$ cat config.mk
export PLATFORM = sky130hd
export DESIGN_NAME = matmul_host_sequencer
export DESIGN_NICKNAME = d
export VERILOG_FILES = /design/src/rtl/matmul_host_sequencer.sv
export SDC_FILE = /design/constraint.sdc
export NUM_CORES = 1
export LEC_CHECK = 0
export ABC_AREA = 1
export CORE_MARGIN = 2
export CORE_UTILIZATION = 40
export CTS_CLUSTER_SIZE = 40
export DETAILED_ROUTE_END_ITERATION = 12
export GPL_TIMING_DRIVEN = 0
export HOLD_SLACK_MARGIN = 0.1
export PLACE_DENSITY = 0.79
export REMOVE_ABC_BUFFERS = 1
export SKIP_LAST_GASP = 1
export SLEW_MARGIN = 20
export SYNTH_ARGS = -nofsm -noshare
export SYNTH_HDL_FRONTEND = slang
export SYNTH_SLANG_ARGS = --single-unit
$ cat constraint.sdc
create_clock -name clk -period 1.8 [get_ports clk]
set_input_delay 0.27 -clock clk [delete_from_list [all_inputs] [get_ports clk]]
set_output_delay 0.27 -clock clk [all_outputs]
set_load 0.005 [all_outputs]
$ cat src/rtl/matmul_host_sequencer.sv
// Host-side initiator for the RAM-backed matrix multiplier.
// Streams A rows then B rows into the operand BRAMs, pulses the multiply,
// waits for completion (with a bounded timeout) and streams the C rows back out.
module matmul_host_sequencer #(
    parameter int DWIDTH       = 8,
    parameter int MAT_MUL_SIZE = 4,
    parameter int AWIDTH       = 7,
    parameter int WR_LAT       = 2,
    parameter int RD_LAT       = 4,
    parameter int TIMEOUT      = 255
) (
    input  logic                           clk,
    input  logic                           reset,
    input  logic                           cmd_start,
    output logic                           busy,
    output logic                           cmd_done,
    output logic                           timeout_err,
    input  logic                           in_valid,
    output logic                           in_ready,
    input  logic [MAT_MUL_SIZE*DWIDTH-1:0] in_data,
    output logic                           out_valid,
    output logic [MAT_MUL_SIZE*DWIDTH-1:0] out_data,
    output logic                           enable_writing_to_mem,
    output logic                           enable_reading_from_mem,
    output logic [AWIDTH-1:0]              addr_pi,
    output logic [MAT_MUL_SIZE*DWIDTH-1:0] data_pi,
    output logic                           we_a,
    output logic                           we_b,
    output logic                           we_c,
    output logic                           start_mat_mul,
    input  logic                           done_mat_mul,
    input  logic [MAT_MUL_SIZE*DWIDTH-1:0] data_from_out_mat
);

    localparam int WW  = MAT_MUL_SIZE * DWIDTH;
    localparam int RW  = (MAT_MUL_SIZE > 1) ? $clog2(MAT_MUL_SIZE) : 1;
    localparam int RC  = RW + 1;
    localparam int DCW = $clog2(WR_LAT + 1) + 1;

    typedef enum logic [2:0] {
        S_IDLE   = 3'd0,
        S_LOAD_A = 3'd1,
        S_LOAD_B = 3'd2,
        S_DRAIN  = 3'd3,
        S_RUN    = 3'd4,
        S_READ   = 3'd5,
        S_FIN    = 3'd6
    } state_t;

    state_t                   r_state;
    state_t                   w_next_state;
    logic [RW-1:0]            r_row;
    logic [DCW-1:0]           r_drain_cnt;
    logic [7:0]               r_to_cnt;
    logic                     r_timeout_err;
    logic [RC-1:0]            r_rd_cnt;
    logic [WR_LAT-1:0]        r_wp_vld;
    logic [WR_LAT-1:0]        r_wp_sel;
    logic [WR_LAT-1:0][WW-1:0] r_wp_data;
    logic [RD_LAT-1:0]        r_rv;

    logic                     w_in_load;
    logic                     w_hs;
    logic                     w_last_row;
    logic                     w_rd_issue;
    logic                     w_rv_younger;
    logic                     w_to_hit;

    // Shared decode of the current state and counters.
    always_comb begin
        w_in_load    = (r_state == S_LOAD_A) || (r_state == S_LOAD_B);
        w_hs         = w_in_load && in_valid;
        w_last_row   = (r_row == RW'(MAT_MUL_SIZE - 1));
        w_rd_issue   = (r_state == S_READ) && (r_rd_cnt < RC'(MAT_MUL_SIZE));
        w_to_hit     = (r_to_cnt == 8'(TIMEOUT - 1));
        w_rv_younger = 1'b0;
        for (int i = 0; i < RD_LAT - 1; i++) begin
            w_rv_younger = w_rv_younger | r_rv[i];
        end
    end

    // State register.
    always_ff @(posedge clk or negedge reset) begin
        if (!reset) begin
            r_state <= S_IDLE;
        end else begin
            r_state <= w_next_state;
        end
    end

    // Next-state logic and state-decoded outputs.
    always_comb begin
        w_next_state            = r_state;
        busy                    = 1'b0;
        cmd_done                = 1'b0;
        in_ready                = 1'b0;
        enable_writing_to_mem   = 1'b0;
        enable_reading_from_mem = 1'b0;
        start_mat_mul           = 1'b0;
        we_c                    = 1'b0;
        addr_pi                 = {AWIDTH{1'b0}};
        case (r_state)
            S_IDLE: begin
                if (cmd_start) begin
                    w_next_state = S_LOAD_A;
                end else begin
                    w_next_state = S_IDLE;
                end
            end
            S_LOAD_A, S_LOAD_B: begin
                busy                  = 1'b1;
                in_ready              = 1'b1;
                enable_writing_to_mem = 1'b1;
                addr_pi               = {{(AWIDTH - RW){1'b0}}, r_row};
                if (w_hs && w_last_row) begin
                    w_next_state = (r_state == S_LOAD_A) ? S_LOAD_B : S_DRAIN;
                end else begin
                    w_next_state = r_state;
                end
            end
            S_DRAIN: begin
                busy                  = 1'b1;
                enable_writing_to_mem = 1'b1;
                if (r_drain_cnt == DCW'(WR_LAT)) begin
                    w_next_state = S_RUN;
                end else begin
                    w_next_state = S_DRAIN;
                end
            end
            S_RUN: begin
                busy          = 1'b1;
                start_mat_mul = 1'b1;
                we_c          = 1'b1;
                if (done_mat_mul) begin
                    w_next_state = S_READ;
                end else if (w_to_hit) begin
                    w_next_state = S_FIN;
                end else begin
                    w_next_state = S_RUN;
                end
            end
            S_READ: begin
                busy                    = 1'b1;
                enable_reading_from_mem = 1'b1;
                if (w_rd_issue) begin
                    addr_pi = {{(AWIDTH - RW){1'b0}}, r_rd_cnt[RW-1:0]};
                end else begin
                    addr_pi = {AWIDTH{1'b0}};
                end
                if (!w_rd_issue && r_rv[RD_LAT-1] && !w_rv_younger) begin
                    w_next_state = S_FIN;
                end else begin
                    w_next_state = S_READ;
                end
            end
            S_FIN: begin
                busy         = 1'b1;
                cmd_done     = 1'b1;
                w_next_state = S_IDLE;
            end
            default: begin
                w_next_state = S_IDLE;
            end
        endcase
    end

    // Row counter: addresses the operand rows while loading; no gaps on stalls.
    always_ff @(posedge clk or negedge reset) begin
        if (!reset) begin
            r_row <= {RW{1'b0}};
        end else if ((r_state == S_IDLE) && cmd_start) begin
            r_row <= {RW{1'b0}};
        end else if (w_hs) begin
            r_row <= w_last_row ? {RW{1'b0}} : (r_row + RW'(1));
        end else begin
            r_row <= r_row;
        end
    end

    // Drain counter: keeps the write enable up until the last B write lands.
    always_ff @(posedge clk or negedge reset) begin
        if (!reset) begin
            r_drain_cnt <= {DCW{1'b0}};
        end else if (r_state == S_DRAIN) begin
            r_drain_cnt <= r_drain_cnt + DCW'(1);
        end else begin
            r_drain_cnt <= {DCW{1'b0}};
        end
    end

    // Saturating RUN-cycle counter for the completion timeout.
    always_ff @(posedge clk or negedge reset) begin
        if (!reset) begin
            r_to_cnt <= 8'd0;
        end else if (r_state != S_RUN) begin
            r_to_cnt <= 8'd0;
        end else if (r_to_cnt != 8'hFF) begin
            r_to_cnt <= r_to_cnt + 8'd1;
        end else begin
            r_to_cnt <= r_to_cnt;
        end
    end

    // Sticky timeout flag, cleared when a new sequence is accepted.
    always_ff @(posedge clk or negedge reset) begin
        if (!reset) begin
            r_timeout_err <= 1'b0;
        end else if ((r_state == S_IDLE) && cmd_start) begin
            r_timeout_err <= 1'b0;
        end else if ((r_state == S_RUN) && !done_mat_mul && w_to_hit) begin
            r_timeout_err <= 1'b1;
        end else begin
            r_timeout_err <= r_timeout_err;
        end
    end

    assign timeout_err = r_timeout_err;

    // Write delay pipe: aligns data and bank select with the RAM's delayed address.
    always_ff @(posedge clk or negedge reset) begin
        if (!reset) begin
            r_wp_vld  <= {WR_LAT{1'b0}};
            r_wp_sel  <= {WR_LAT{1'b0}};
            r_wp_data <= '0;
        end else begin
            r_wp_vld[0]  <= w_hs;
            r_wp_sel[0]  <= w_hs && (r_state == S_LOAD_B);
            r_wp_data[0] <= w_hs ? in_data : {WW{1'b0}};
            for (int i = 1; i < WR_LAT; i++) begin
                r_wp_vld[i]  <= r_wp_vld[i-1];
                r_wp_sel[i]  <= r_wp_sel[i-1];
                r_wp_data[i] <= r_wp_data[i-1];
            end
        end
    end

    assign we_a    = r_wp_vld[WR_LAT-1] && !r_wp_sel[WR_LAT-1];
    assign we_b    = r_wp_vld[WR_LAT-1] &&  r_wp_sel[WR_LAT-1];
    assign data_pi = r_wp_data[WR_LAT-1];

    // Read address counter: issues C rows 0..N-1 on consecutive cycles.
    always_ff @(posedge clk or negedge reset) begin
        if (!reset) begin
            r_rd_cnt <= {RC{1'b0}};
        end else if (r_state != S_READ) begin
            r_rd_cnt <= {RC{1'b0}};
        end else if (w_rd_issue) begin
            r_rd_cnt <= r_rd_cnt + RC'(1);
        end else begin
            r_rd_cnt <= r_rd_cnt;
        end
    end

    // Read valid pipe: marks the cycle each issued row arrives from the RAM.
    always_ff @(posedge clk or negedge reset) begin
        if (!reset) begin
            r_rv <= {RD_LAT{1'b0}};
        end else begin
            r_rv[0] <= w_rd_issue;
            for (int i = 1; i < RD_LAT; i++) begin
                r_rv[i] <= r_rv[i-1];
            end
        end
    end

    assign out_valid = r_rv[RD_LAT-1];
    assign out_data  = r_rv[RD_LAT-1] ? data_from_out_mat : {WW{1'b0}};

endmodule

==> run summary <==
The flow ran to the end, and the final reports show no timing, DRC or antenna violations. Summing all flip-flop and latch instances after layout gives 0.002310 sq mm. Clock latency on the worst-skew pair, taken at its later pin, is roughly 0.35 ns. The routed wire length is around 8400 um. The reported max-cap violation count came out at 0. The via count of the first global-routing pass is around 2900.

The slew at the pin with the worst max-slew slack came out at about 0.56 ns. The maximum number of buffers from clock root to sink is 2. The fraction of the yosys area taken by sequential cells is 60.97%. The largest individual stage delay along the critical path comes from the cell sky130_fd_sc_hd__dfrtp_2. The instance count of the mapped netlist is 399. Dividing the detail-routed via count by the number of cells gives about 4.3. The synthesized design devotes to its leading area cell type approximately three fifths of total area.

The number of endpoints failing setup at the final stage is 0. The data arrival time of the critical path came out at 1.51 ns. The number of design-rule violations left by the first detailed-router iteration is 84.

IR analysis of the VDD net gives a maximum drop of 522.5 uV. The number of warning messages in the yosys log came out at 0. The number of nets with antenna violations after detailed routing is 0. The clock tree root driver cell is sky130_fd_sc_hd__clkbuf_8. The count of vias placed by the detailed router is 2855. The die is 101.2 um wide. TritonCTS built the clock tree. The power density normalized to cell area came out at just over 1000 mW/mm^2. The first-pass GRT wire length is around 13000 um.

The leakage power figure came out at 3.064 nW. The total grt overflow is 0. The maximum number of pins on one net before global-route repair came out at 51. Ranked by instance count, the synthesized netlist is headed by sky130_fd_sc_hd__dfrtp_1 (92), sky130_fd_sc_hd__inv_1 (89), sky130_fd_sc_hd__nand2_1 (67), sky130_fd_sc_hd__nor2_1 (49), sky130_fd_sc_hd__buf_4 (39). The number of clock buffers inserted by TritonCTS is 9.

The critical path is of the register to output pin type. The biggest fanout along the worst timing path came out at 4. The number of fill cells is 725. The biggest area consumer among synthesized cells is sky130_fd_sc_hd__dfrtp_1. The count of buffers from port buffering came out at 145. Global routing consumed, over all layers together, between 10% and 20% of the routing resources. Traced cell by cell, the critical path runs through buf_4 > nand2_2 > inv_1 > o21bai_1 > buf_2. Derived from the worst setup path, the maximum achievable clock frequency is around 560 MHz. The die outline height is 101.2 um.

The critical path endpoint category is an output pin. The number of enable flip-flop cells after synthesis is 0. The sort of element at the start of the critical path is a register. The share of synthesized flip-flops with an asynchronous set or reset is between 90% and 100%. After detailed routing, the number of remaining DRC violations is 0. The final critical-path required period came out at roughly 1.8 ns.

The total half-perimeter wirelength after legalization and detailed placement came out at roughly 5600 um. Counting every sink on the clock net gives between 90 and 100. The antenna diode instance count is 0. The count of nets after finishing is 619. The site row count is 35. The H-tree depth reported by CTS came out at 3. The total core area is between 0.009 and 0.01 sq mm. The area growth from synthesis to layout is 47.42%. At the end of routability-driven placement, the weighted congestion stood at around 0.83. The final-layout setup total negative slack came out at 0 ns. The multi-input gate area in the final layout is between 800 and 900 sq um. The final clock skew is between 0.01 and 0.015 ns. The worst hold path class is register to register.

The design area came out at approximately 0.0056 sq mm. The portion of the clock cycle consumed by the worst path in the final layout came out at ~99%. The fraction of final layout cells sized beyond drive strength 1 came out at 15.85%. The first-pass detailed-route iteration total came out at 4. The synthesized area per cell is about 9.5 sq um. The I/O pin total came out at 151.

The die covers approximately 0.010 sq mm. Measured against its own limit, the worst slew margin works out to a little over three fifths. The flip-flop cell with the highest count after synthesis is sky130_fd_sc_hd__dfrtp_1.

The initial antenna violation count came to 0. The routed length per instance came out at 12.78 um. The post-synthesis cell type count is 26.

The delay of the slowest cell on the worst path is between 0.4 and 0.5 ns. The CTS clock-pin slew for the worst setup and hold paths came out at around 0.090 ns. Setup repair after global routing could not meet its margin everywhere. The final number of max-transition violations is 0. The effective utilization at floorplan is about 41%. The most common cell in the netlist is sky130_fd_sc_hd__dfrtp_1.

The synthesized flop and latch total came out at 92. Data on the critical path is required at its endpoint by between 1.5 and 2 ns. After detailed placement, the total cell area comes to 0.005065 sq mm. The synthesized netlist occupies a cell area of about 0.0038 sq mm. The hold violation total from the final report came out at 0. Ranked by total cell area, the synthesized netlist is headed by sky130_fd_sc_hd__dfrtp_1 (61%), sky130_fd_sc_hd__inv_1 (8.8%), sky130_fd_sc_hd__buf_4 (7.8%).
[kinds of logic after synthesis]
group / after synthesis / share of synthesized area [%]
buf+inv: 138 / 18.19
compound gates: 17 / 2.518
flops: 92 / 60.97
fa+ha+maj: 6 / 1.988
other cells: 1 / 0.09931
xor+xnor: 1 / 0.2320
simple gates: 144 / 16.00
[report_power, final]
part	switching [mW]	internal, mW
logic	0.839	0.898
registers	0.169	2.49
clock network	0.723	0.512
[critical path, delay by kind of cell, from the launching register on]
kind	cells	cell delay, ns
buffers and inverters	3	0.39
AND/OR/NAND/NOR	1	0.10
flip-flops	1	0.45
AO/OA/AOI/OAI	1	0.23
[layout make-up]
class	instances	area share [%]
tap	111	2.495
multi-input combinational	173	15.26
timing repair buffer	176	31.36
inverter	92	6.249
sequential	92	41.49
clock buffer	10	2.293
clock inverter	6	0.8541
[layer usage]
| layer | track usage [%] | routed length (um) | share of wire [%] | vias to the layer above |
|---|---|---|---|---|
| met4 | 5.405 | 136 | 1.6 | 0 |
| met1 | 17.06 | 3001 | 36 | 1311 |
| met3 | 6.901 | 900 | 11 | 14 |
| li1 | - | - | - | 1400 |
| met5 | 0 | 0 | 0 | - |
| met2 | 30.77 | 4398 | 52 | 130 |
[state kept, by name, indices dropped and copies added (netlist names)]
name and count:
data_pi 32, r_drain_cnt 3, r_rd_cnt 3, r_row 2, r_rv 4, r_state 3, r_to_cnt 8, r_wp_data 32
r_wp_sel 2, r_wp_vld 2, timeout_err 1
[cell usage in the layout, fill, tap and decap left out, types with 3 or more instances in the layout]
cell / synthesis / routed
sky130_fd_sc_hd__buf_2: 0 / 4
sky130_fd_sc_hd__nand2_1: 67 / 60
sky130_fd_sc_hd__nor2_1: 49 / 48
sky130_fd_sc_hd__o21ai_0: 6 / 5
sky130_fd_sc_hd__clkbuf_2: 0 / 10
sky130_fd_sc_hd__clkdlybuf4s50_1: 0 / 102
sky130_fd_sc_hd__buf_12: 0 / 3
sky130_fd_sc_hd__buf_6: 3 / 8
sky130_fd_sc_hd__dfrtp_2: 0 / 3
sky130_fd_sc_hd__nand2_2: 0 / 7
sky130_fd_sc_hd__clkinvlp_4: 0 / 4
sky130_fd_sc_hd__inv_1: 89 / 86
sky130_fd_sc_hd__nor2_4: 3 / 5
sky130_fd_sc_hd__dlygate4sd2_1: 0 / 13
sky130_fd_sc_hd__conb_1: 1 / 5
sky130_fd_sc_hd__buf_4: 39 / 16
sky130_fd_sc_hd__clkdlybuf4s15_1: 0 / 13
sky130_fd_sc_hd__a21oi_1: 5 / 5
sky130_fd_sc_hd__dfrtp_1: 92 / 88
sky130_fd_sc_hd__ha_1: 6 / 6
sky130_fd_sc_hd__nor3_1: 5 / 4
sky130_fd_sc_hd__clkbuf_8: 0 / 9
sky130_fd_sc_hd__nand3_1: 16 / 15
sky130_fd_sc_hd__inv_2: 3 / 5
[metrics by stage]
stage	hold WS [ns]	std cells	utilization, %	total power [mW]	setup slack [ns]
floorplan	-0.02559	357	-	3.281	0.1973
global placement	0.3313	613	54.80	4.154	-2.603
detailed placement	0.2999	614	55.07	4.230	-0.3599
CTS	0.3464	654	59.78	5.611	-0.1370
global route	0.3560	660	60.53	6.004	-0.05119
finish	0.3446	660	60.53	5.635	0.02210
[path summary, 6_finish.rpt]
path | from | endpoint | slack, ns | cells past startpoint
max | r_state[0]$_DFFE_PN0P_ | busy | 0.02 | 5
min | r_wp_data[30]$_DFF_PN0_ | data_pi[30]$_DFF_PN0_ | 0.34 | 0
max reg2reg | r_state[1]$_DFFE_PN0P_ | r_row[0]$_DFFE_PN0P_ | 0.14 | 7
min reg2reg | r_wp_data[30]$_DFF_PN0_ | data_pi[30]$_DFF_PN0_ | 0.34 | 0
max in group asynchronous | reset | r_wp_data[21]$_DFF_PN0_ | 0.73 | 3
min in group asynchronous | reset | data_pi[27]$_DFF_PN0_ | 0.45 | 2
[repair_timing]
| action | in CTS | in global routing |
|---|---|---|
| endpoints found under the hold margin | 42 | 0 |
| endpoints found under the setup margin | 43 | 33 |
| setup buffers | 20 | 6 |
| hold buffers | 1 | 0 |
| pin swaps | 4 | 4 |
| resized for setup | 72 | 57 |
| cloned | 3 | 0 |
Note: power is estimated with default switching activity, not from simulation.
